[src/rtl/order_pkt_pkg.sv]
// Shared types, constants and frame helpers for the order packetizer.
package order_pkt_pkg;

   localparam logic [7:0] SOF_DEFAULT = 8'hA5;
   localparam int         FRAME_LEN   = 7;
   localparam int         ENTRY_W     = 40;

   typedef enum logic [0:0] {
      IDLE = 1'b0,
      SEND = 1'b1
   } state_t;

   typedef logic [2:0] byte_idx_t;

   localparam byte_idx_t LAST_IDX = 3'd6;

   // Frame held as bytes; element 0 is the first byte on the wire.
   typedef logic [FRAME_LEN-1:0][7:0] frame_t;

   // XOR of the five payload bytes (msg_type, price hi/lo, size hi/lo).
   function automatic logic [7:0] frame_checksum(input logic [7:0]  msg_type,
                                                 input logic [15:0] price,
                                                 input logic [15:0] size);
      return msg_type ^ price[15:8] ^ price[7:0] ^ size[15:8] ^ size[7:0];
   endfunction

   // Expand a queued {msg_type, price, size} entry into the full wire frame.
   function automatic frame_t build_frame(input logic [7:0]         sof,
                                          input logic [ENTRY_W-1:0] entry);
      frame_t f;
      f[0] = sof;
      f[1] = entry[39:32];
      f[2] = entry[31:24];
      f[3] = entry[23:16];
      f[4] = entry[15:8];
      f[5] = entry[7:0];
      f[6] = frame_checksum(entry[39:32], entry[31:16], entry[15:0]);
      return f;
   endfunction

endpackage

[src/rtl/sync_fifo.sv]
// Single-clock show-ahead FIFO. Occupancy is tracked by a counter so that
// full/empty never depend on pointer equality alone. A push while full is
// accepted only when a pop happens in the same cycle.
module sync_fifo #(
   parameter  int WIDTH = 40,
   parameter  int DEPTH = 4,
   localparam int AW    = $clog2(DEPTH),
   localparam int LW    = $clog2(DEPTH + 1)
) (
   input  logic             clk,
   input  logic             rst,
   input  logic             push,
   input  logic [WIDTH-1:0] wdata,
   input  logic             pop,
   output logic [WIDTH-1:0] rdata,
   output logic             full,
   output logic             empty,
   output logic [LW-1:0]    level
);

   logic [WIDTH-1:0] mem_r [DEPTH];
   logic [AW-1:0]    wr_ptr_r;
   logic [AW-1:0]    rd_ptr_r;
   logic [LW-1:0]    level_r;
   logic             full_s;
   logic             empty_s;
   logic             push_ok_s;
   logic             pop_ok_s;

   assign full_s    = (level_r == LW'(DEPTH));
   assign empty_s   = (level_r == LW'(0));
   assign pop_ok_s  = pop && !empty_s;
   assign push_ok_s = push && (!full_s || pop_ok_s);

   assign rdata = mem_r[rd_ptr_r];
   assign full  = full_s;
   assign empty = empty_s;
   assign level = level_r;

   // Storage write; the slot being popped may be overwritten in the same cycle.
   always_ff @(posedge clk or posedge rst) begin
      if (rst) begin
         for (int i = 0; i < DEPTH; i++) begin
            mem_r[i] <= '0;
         end
      end else if (push_ok_s) begin
         mem_r[wr_ptr_r] <= wdata;
      end
   end

   // Pointers wrap naturally modulo DEPTH; occupancy counter drives full/empty.
   always_ff @(posedge clk or posedge rst) begin
      if (rst) begin
         wr_ptr_r <= AW'(0);
         rd_ptr_r <= AW'(0);
         level_r  <= LW'(0);
      end else begin
         if (push_ok_s) begin
            wr_ptr_r <= wr_ptr_r + AW'(1);
         end
         if (pop_ok_s) begin
            rd_ptr_r <= rd_ptr_r + AW'(1);
         end
         case ({push_ok_s, pop_ok_s})
            2'b10:   level_r <= level_r + LW'(1);
            2'b01:   level_r <= level_r - LW'(1);
            default: level_r <= level_r;
         endcase
      end
   end

endmodule

[src/rtl/order_packetizer.sv]
// Buffers trading decisions and serialises each one as a 7-byte frame
// (SOF, msg_type, price, size, checksum) on a byte-wide valid/ready stream.
// Decisions arriving with the FIFO full and no simultaneous pop are dropped
// and counted in a saturating counter.
module order_packetizer
   import order_pkt_pkg::*;
#(
   parameter  int         DEPTH    = 4,
   parameter  logic [7:0] SOF_BYTE = SOF_DEFAULT,
   parameter  int         CNT_W    = 16,
   localparam int         LW       = $clog2(DEPTH + 1)
) (
   input  logic             clk,
   input  logic             rst,
   input  logic             in_valid,
   input  logic [7:0]       in_msg_type,
   input  logic [15:0]      in_price,
   input  logic [15:0]      in_size,
   input  logic             out_ready,
   output logic             out_valid,
   output logic [7:0]       out_byte,
   output logic             busy,
   output logic [LW-1:0]    fifo_level,
   output logic [CNT_W-1:0] drop_count
);

   state_t             state_r;
   state_t             state_nxt_s;
   byte_idx_t          idx_r;
   byte_idx_t          idx_nxt_s;
   byte_idx_t          idx_inc_s;
   frame_t             frame_r;
   frame_t             frame_nxt_s;
   logic               out_valid_r;
   logic               out_valid_nxt_s;
   logic [7:0]         out_byte_r;
   logic [7:0]         out_byte_nxt_s;
   logic [CNT_W-1:0]   drop_count_r;
   logic               pop_s;
   logic               push_s;
   logic               full_s;
   logic               empty_s;
   logic [LW-1:0]      level_s;
   logic [ENTRY_W-1:0] head_s;

   // A write into a full FIFO is still legal when the head leaves this cycle.
   assign push_s    = in_valid && (!full_s || pop_s);
   assign idx_inc_s = idx_r + 3'd1;

   sync_fifo #(
      .WIDTH (ENTRY_W),
      .DEPTH (DEPTH)
   ) u_fifo (
      .clk   (clk),
      .rst   (rst),
      .push  (push_s),
      .wdata ({in_msg_type, in_price, in_size}),
      .pop   (pop_s),
      .rdata (head_s),
      .full  (full_s),
      .empty (empty_s),
      .level (level_s)
   );

   assign out_valid  = out_valid_r;
   assign out_byte   = out_byte_r;
   assign fifo_level = level_s;
   assign drop_count = drop_count_r;
   assign busy       = (state_r == SEND) || (level_s != LW'(0));

   // Next-state logic: load from FIFO, step through bytes, reload back-to-back.
   always_comb begin
      state_nxt_s     = state_r;
      idx_nxt_s       = idx_r;
      frame_nxt_s     = frame_r;
      out_valid_nxt_s = out_valid_r;
      out_byte_nxt_s  = out_byte_r;
      pop_s           = 1'b0;
      case (state_r)
         IDLE: begin
            if (!empty_s) begin
               pop_s           = 1'b1;
               frame_nxt_s     = build_frame(SOF_BYTE, head_s);
               idx_nxt_s       = 3'd0;
               state_nxt_s     = SEND;
               out_valid_nxt_s = 1'b1;
               out_byte_nxt_s  = SOF_BYTE;
            end else begin
               out_valid_nxt_s = 1'b0;
               out_byte_nxt_s  = 8'h00;
            end
         end
         SEND: begin
            if (out_ready) begin
               if (idx_r != LAST_IDX) begin
                  idx_nxt_s      = idx_inc_s;
                  out_byte_nxt_s = frame_r[idx_inc_s];
               end else if (!empty_s) begin
                  pop_s           = 1'b1;
                  frame_nxt_s     = build_frame(SOF_BYTE, head_s);
                  idx_nxt_s       = 3'd0;
                  out_valid_nxt_s = 1'b1;
                  out_byte_nxt_s  = SOF_BYTE;
               end else begin
                  state_nxt_s     = IDLE;
                  idx_nxt_s       = 3'd0;
                  out_valid_nxt_s = 1'b0;
                  out_byte_nxt_s  = 8'h00;
               end
            end else begin
               idx_nxt_s      = idx_r;
               out_byte_nxt_s = out_byte_r;
            end
         end
         default: begin
            state_nxt_s     = IDLE;
            idx_nxt_s       = 3'd0;
            out_valid_nxt_s = 1'b0;
            out_byte_nxt_s  = 8'h00;
         end
      endcase
   end

   // State, frame and registered output stream.
   always_ff @(posedge clk or posedge rst) begin
      if (rst) begin
         state_r     <= IDLE;
         idx_r       <= 3'd0;
         frame_r     <= '0;
         out_valid_r <= 1'b0;
         out_byte_r  <= 8'h00;
      end else begin
         state_r     <= state_nxt_s;
         idx_r       <= idx_nxt_s;
         frame_r     <= frame_nxt_s;
         out_valid_r <= out_valid_nxt_s;
         out_byte_r  <= out_byte_nxt_s;
      end
   end

   // Saturating count of decisions that found no room in the FIFO.
   always_ff @(posedge clk or posedge rst) begin
      if (rst) begin
         drop_count_r <= '0;
      end else if (in_valid && !push_s && (drop_count_r != '1)) begin
         drop_count_r <= drop_count_r + CNT_W'(1);
      end else begin
         drop_count_r <= drop_count_r;
      end
   end

endmodule

[config.mk]
export PLATFORM = sky130hd
export DESIGN_NAME = order_packetizer
export DESIGN_NICKNAME = d
export VERILOG_FILES = /design/src/rtl/order_pkt_pkg.sv /design/src/rtl/sync_fifo.sv /design/src/rtl/order_packetizer.sv
export SDC_FILE = /design/constraint.sdc
export NUM_CORES = 1
export LEC_CHECK = 0
export BUFFER_PORTS_ARGS = -buffer_cell sky130_fd_sc_hd__buf_4
export CAP_MARGIN = 10
export CORE_MARGIN = 4
export CORE_UTILIZATION = 45
export CTS_BUF_LIST = sky130_fd_sc_hd__clkbuf_8
export DETAILED_ROUTE_END_ITERATION = 6
export PLACE_DENSITY = 0.65
export SLEW_MARGIN = 5
export SYNTH_ARGS = -nofsm -noshare
export SYNTH_HDL_FRONTEND = slang
export SYNTH_SLANG_ARGS = --single-unit
[constraint.sdc]
create_clock -name clk -period 12 [get_ports clk]
set_clock_uncertainty 0.1 [all_clocks]
set_input_delay 1.2 -clock clk [delete_from_list [all_inputs] [get_ports clk]]
set_output_delay 1.2 -clock clk [all_outputs]
set_load 0.02 [all_outputs]
# --- Word level (Yosys, flattened, before mapping) ---
# Cells that the tools add are included.
word_totals:
  out_inout_bits: 29
  inputBits: 44
  regBits: 252
  wordCells: 92
op_classes:
  n_reduce_logical: 17
  n_mux: 31
  eq_ne: 8
  bitwise_logic: 7
  order_cmp: 4
  n_addsub: 6
op_table:
  columns: ["cell", "count"]
  rows:
  - ["$mux W56", 3]
  - ["$bwmux W160", 1]
  - ["$mux W40", 3]
  - ["$pmux W56 S2", 1]
  - ["$bmux W40 S2", 1]
  - ["$demux W40 S2", 1]
  - ["$mux W8", 4]
  - ["$xor A8 B8 Y8", 4]
  - ["$bmux W8 S3", 1]
  - ["$add A16 B1 Y16 const B", 1]
  - ["$ne A16 B16 Y1 const B", 1]
  - ["$pmux W8 S2", 1]
  - ["$pmux W3 S2", 2]
  - ["$mux W3", 3]
  - ["$mux W1", 7]
  - ["$add A3 B1 Y3 const B", 2]
  - ["$ge A3 B3 Y1 const B", 2]
  - ["$logic_and A1 B1 Y1", 6]
  - ["$ne A2 B2 Y1 const B", 3]
  - ["$not A2 Y3", 2]
  - ["$pmux W1 S2", 3]
  - ["$add A2 B1 Y2 const B", 2]
  - ["$lt A3 B4 Y1 const B", 1]
  - ["$reduce_and A2 Y1", 2]
  - ["12 further kinds", 16]

# --- Logic depth before layout (Yosys ltp) ---
depth:
  depth_word: 12
  depth_mapped: 12
  ltp_nobuf: 11

# --- Modules after synthesis ---
# A second synthesis with hierarchy kept.
unflattened:
  cells_unflattened: 834
  hier_area_um2: 11277.1
by_module_without_submodules:
  columns: ["mod", "area_each_um2", "cells_per_inst", "instances"]
  rows:
  - ["sync_fifo", 7372.1, 428, 1]
  - ["order_packetizer", 3905.0, 406, 1]

# --- Worst setup path after synthesis ---
# Ideal clock, no wire load.
synth_path:
  path_type: "input port to flip-flop"
  start: "input out_ready"
  end: "register u_fifo.level_r[2], in the netlist u_fifo.level[2]"
  setup_ps: 80
  path_slack_ps: 8860
  stages: 10
  t_arrival_ps: 2959
  cell_sequence: "nand3_2 a21o_1 clkinv_1 clkbuf_1 ha_1 inv_1 fa_1 xor2_1 nor2_1 xor2_1"
synth_via:
  elab_chain_len: 7
synth_lines:
  columns: ["element", "line", "source"]
  rows:
  - ["from (decl)", "order_packetizer.sv:19", "input logic out_ready,"]
  - ["$mux W1 (*)", "order_packetizer.sv:94", "if (out_ready) begin"]
  - ["$pmux W1 S2 (*)", "order_packetizer.sv:79", "case (state_r)"]
  - ["$logic_and A1 B1 Y1 (*)", "sync_fifo.sv:32", "assign pop_ok_s = pop && !empty_s;"]
  - ["via u_fifo.pop_ok_s", "sync_fifo.sv:28", "logic pop_ok_s;"]
  - ["$logic_or A1 B1 Y1", "sync_fifo.sv:33", "assign push_ok_s = push && (!full_s || pop_ok_s);"]
  - ["$logic_and A1 B1 Y1", "sync_fifo.sv:33", null]
  - ["$eq A2 B1 Y1 / $eq A2 B2 Y1 (equally long branches)", "sync_fifo.sv:64", "case ({push_ok_s, pop_ok_s})"]
  - ["$pmux W3 S2 / $reduce_bool A2 Y1 (equally long branches)", null, null]
  - ["to (signal assigned)", "sync_fifo.sv:65", "2'b10: level_r <= level_r + LW'(1);"]
  - ["to (signal assigned)", "sync_fifo.sv:66", "2'b01: level_r <= level_r - LW'(1);"]
  - ["to (signal assigned)", "sync_fifo.sv:67", "default: level_r <= level_r;"]
  - ["to (decl)", "sync_fifo.sv:24", "logic [LW-1:0] level_r;"]
# The timed path passes the listed nets; every way through them passes the cells marked *.
# A chain may end at the register's enable or synchronous reset.

# --- Worst setup path in the final report ---
layout_path:
  start: "register idx_r[0]"
  end: "register u_fifo.level_r[2], in the netlist u_fifo.level[2]"
layout_via:
  elab_chain_len: 9
layout_lines:
  columns: ["element", "line", "source"]
  rows:
  - ["from (decl)", "order_packetizer.sv:29", "byte_idx_t idx_r;"]
  - ["from (signal assigned)", "order_packetizer.sv:134", "idx_r <= idx_nxt_s;"]
  - ["$ne A3 B3 Y1 (*)", "order_packetizer.sv:95", "if (idx_r != LAST_IDX) begin"]
  - ["$mux W1 (*)", "order_packetizer.sv:95", null]
  - ["$mux W1 (*)", "order_packetizer.sv:94", null]
  - ["$pmux W1 S2 (*)", "order_packetizer.sv:79", null]
  - ["$logic_or A1 B1 Y1 / $logic_and A1 B1 Y1 (equally long branches)", "order_packetizer.sv:47, sync_fifo.sv:32", null]
  - ["$logic_and A1 B1 Y1 / $logic_or A1 B1 Y1 (equally long branches)", "order_packetizer.sv:47, sync_fifo.sv:33", null]
  - ["$logic_and A1 B1 Y1", "sync_fifo.sv:33", null]
  - ["$eq A2 B1 Y1 / $eq A2 B2 Y1 (equally long branches)", "sync_fifo.sv:64", null]
  - ["$pmux W3 S2 / $reduce_bool A2 Y1 (equally long branches)", null, null]
# Every way passes the cells marked *; elsewhere a longest branch is shown, timed or not.

==> results.tsv <==
stage	metric	value	unit
status	status	finished clean	
drt	first_pass_iters	4	
drt	vias_per_cell	5.27	
logic_synthesis	synth_seq_cells	245	
timing	slew_violations	0	
global_routing	grt_pass1_vias	6895	
floorplanning	die_h	167	µm
drt	drc_errors	0	
finish	fin_nets	952	
floorplanning	start_util	0.456	
global_routing	overflow	0	
pwr	p_leak	5.96	nW
clock_network	cts_resized	0	
logic_synthesis	synth_nets	874	
finish	final_cell_area	12900	µm²
critical_path	path_buf_inv	3	
global_routing	grt_max_degree	120	
logic_synthesis	synth_edf_count	0	
global_routing	grt_pass1_wl	38.2	mm
global_routing	grt_util_all_layers	0.170	
critical_path	crit_required	12.30	ns
clock_network	clk_latency	0.53	ns
critical_path	slowest_delay	0.86	ns
critical_path	crit_path_end_kind	flop	
pwr	swShare	0.333	
global_routing	antenna_found_initial	0	
clock_network	cts.clk_slew.worst_paths	0.06	ns
clock_network	hold_buffers	0	
timing	fin_crit_sh	0.316	
floorplanning	die_w	167	µm
logic_synthesis	synth_ff_type	dfrtp_1	
finish	final_cell_mix	dfrtp_1, nand2_1, mux2_2, buf_4, clkbuf_8	
logic_synthesis	syn_inst	821	
pwr	power.switching	0.00127	W
timing	setup_violations	0	
placement	placed_area	12100	µm²
floorplanning	ios	73	
floorplanning	core_area	25000	µm²
pwr	combPwrFrac	0.429	
floorplanning	dieArea	28000	µm²
clock_network	cts.sinks	245	
pwr	p_per_area	296	nW/µm²
logic_synthesis	async_flop_share	1.00	
finish	diodes	0	
timing	fin_crit	3.79	ns
timing	tightest_slew	1.16	ns
clock_network	cts.path.max_buffers	3	
clock_network	cts_tree	built	
critical_path	crit_fanout	59	
finish	area_growth	13.3	%
timing	slew_headroom	0.228	
logic_synthesis	synth_seq_area_share	0.537	
critical_path	cp-start-kind	flop	
clock_network	cts-buffers-inserted	42	
critical_path	r2r_slack	8.21	ns
finish	utilization	0.516	
pwr	power_frac_seq	0.376	
clock_network	root_buffer	clkbuf_8	
logic_synthesis	yosysWarnings	0	
critical_path	cp_cell_sequence	clkinv_1, ha_1, nand3_2, a21o_2, clkinv_1, ha_1, inv_1, fa_1, xor2_1, nor2_1, xor2_1	
placement	io_buffer_count	72	
pwr	power_frac_clock	0.195	
finish	drive_gt1_frac	0.339	
drt	antenna_left	0	
timing	rsz0062_at_grt	no	
finish	stdcell_count	1258	
worst_hold_path	worstHoldPathType	flop to flop	
flow_run	cap_violations	0	
pwr	totalPowerFinal	0.00382	W
drt	drt_iter0_drc	454	
pwr	ir_drop	0.000124	V
clock_network	cts_max_level	2	
placement	place.gp.congestion	0.779	
critical_path	cp.arrival	4.09	ns
timing	finalHoldViolCount	0	
placement	dpl.hpwl	14.5	mm
finish	nFillCells	2195	
placement	placedCellCount	1185	
drt	post_drt_wl_per_cell	18.4	µm
timing	setup_tns	0	ns
drt	vias	6625	
critical_path	critPathSlowestCell	a21o_2	
logic_synthesis	syn_area	11400	µm²
finish	final_common_cell	dfrtp_1	
critical_path	crit_family	compound AO/OA/AOI/OAI gates	
critical_path	criticalPathCategory	flop to flop	
drt	wirelength	23.2	mm
logic_synthesis	avgSynthCellArea	13.9	µm²
timing	fmax	264	MHz
logic_synthesis	synth_cell_types	49	
clock_network	post_cts_buffers	0	
pwr	p_int	0.00255	W
floorplanning	std_cell_rows	58	
stage by stage:
stage / hold slack (ns) / worst slack [ns]
after floorplan: 0.327 / 3.97
after global placement: 0.351 / 8.21
after detailed placement: 0.355 / 8.20
after CTS: 0.370 / 8.26
after global routing: 0.384 / 7.84
final: 0.371 / 8.21
metal layers:
metal / GRT usage / up-vias / wire (µm)
met4: 0.0480 / 0 / 466
met3: 0.0347 / 41 / 1190
met1: 0.242 / 3366 / 10600
met5: 0 / - / 0
li1: - / 3081 / -
met2: 0.268 / 137 / 10900
registers in the layout, indices dropped and copies added (netlist names):
| signal | count |
|---|---|
| frame_r | 49 |
| u_fifo.mem_r | 160 |
| u_fifo.rd_ptr_r | 2 |
| out_byte | 8 |
| u_fifo.level | 3 |
| idx_r | 3 |
| state_r | 1 |
| drop_count | 16 |
| out_valid | 1 |
| u_fifo.wr_ptr_r | 2 |
cell families (layout without fill, tap and decap cells):
group	count (synthesis)	count (layout)	synth area share
compound gates	50	50	0.0348
fa+ha+maj	9	9	0.0105
mux	224	224	0.260
buf+inv	60	167	0.0352
simple gates	189	189	0.0738
flops	245	245	0.537
xor+xnor	44	44	0.0487
cells in the mapped netlist, types with 8 or more instances:
library cell	count	area share
clkbuf_1	11	0.0036
mux2_1	46	0.045
mux2_2	123	0.12
o21ai_1	8	0.0035
xnor2_1	18	0.014
a221o_1	8	0.0070
o2bb2ai_1	8	0.0061
nand2_1	145	0.048
ha_1	8	0.0088
dfrtp_1	245	0.54
inv_1	15	0.0049
o21ai_0	9	0.0039
xnor3_1	8	0.016
buf_6	20	0.020
mux2i_1	15	0.013
buf_2	8	0.0035
xnor2_2	8	0.011
xor2_1	10	0.0077
mux4_2	37	0.073
power by group through the flow:
stage,combinational (W),clock [W],sequential (W)
6_report,0.00164,0.000746,0.00144
5_1_grt,0.00179,0.000811,0.00149
4_1_cts,0.00167,0.000769,0.00144
3_5_place_dp,0.00166,0,0.00145
3_3_place_gp,0.00164,0,0.00144
2_1_floorplan,0.00136,0,0.00138
final cells by class:
class                      instances  area (µm²)  area share
timing repair buffer              77         578      0.0447
inverter                          17        71.3     0.00552
sequential                       245        6130       0.474
multi-input combinational        516        4880       0.378
clock buffer                      55         757      0.0586
clock inverter                    18        95.1     0.00736
tap                              330         413      0.0319
worst reg2reg max path, cell delays in order, from the launching register on:
cell and delay [ns]:
dfrtp_1 0.61, clkinv_1 0.39, ha_1 0.37, nand3_2 0.17, a21o_2 0.86, clkinv_1 0.28
ha_1 0.30, inv_1 0.07, fa_1 0.17, xor2_1 0.15, nor2_1 0.07, xor2_1 0.14
final timing paths:
kind,startpoint,endpoint,cells past startpoint
worst min-delay path,frame_r[8]$_DFFE_PP0P_,frame_r[8]$_DFFE_PP0P_,2
worst max register to register,idx_r[0]$_DFFE_PP0P_,u_fifo.level[2]$_DFFE_PP0P_,11
worst min register to register,frame_r[8]$_DFFE_PP0P_,frame_r[8]$_DFFE_PP0P_,2
worst max-delay path,idx_r[0]$_DFFE_PP0P_,u_fifo.level[2]$_DFFE_PP0P_,11
max in group asynchronous,rst,u_fifo.rd_ptr_r[0]$_DFFE_PP0P_,4
min in group asynchronous,rst,u_fifo.mem_r[157]$_DFFE_PP0P_,2
(Power assumes the default switching activity.)
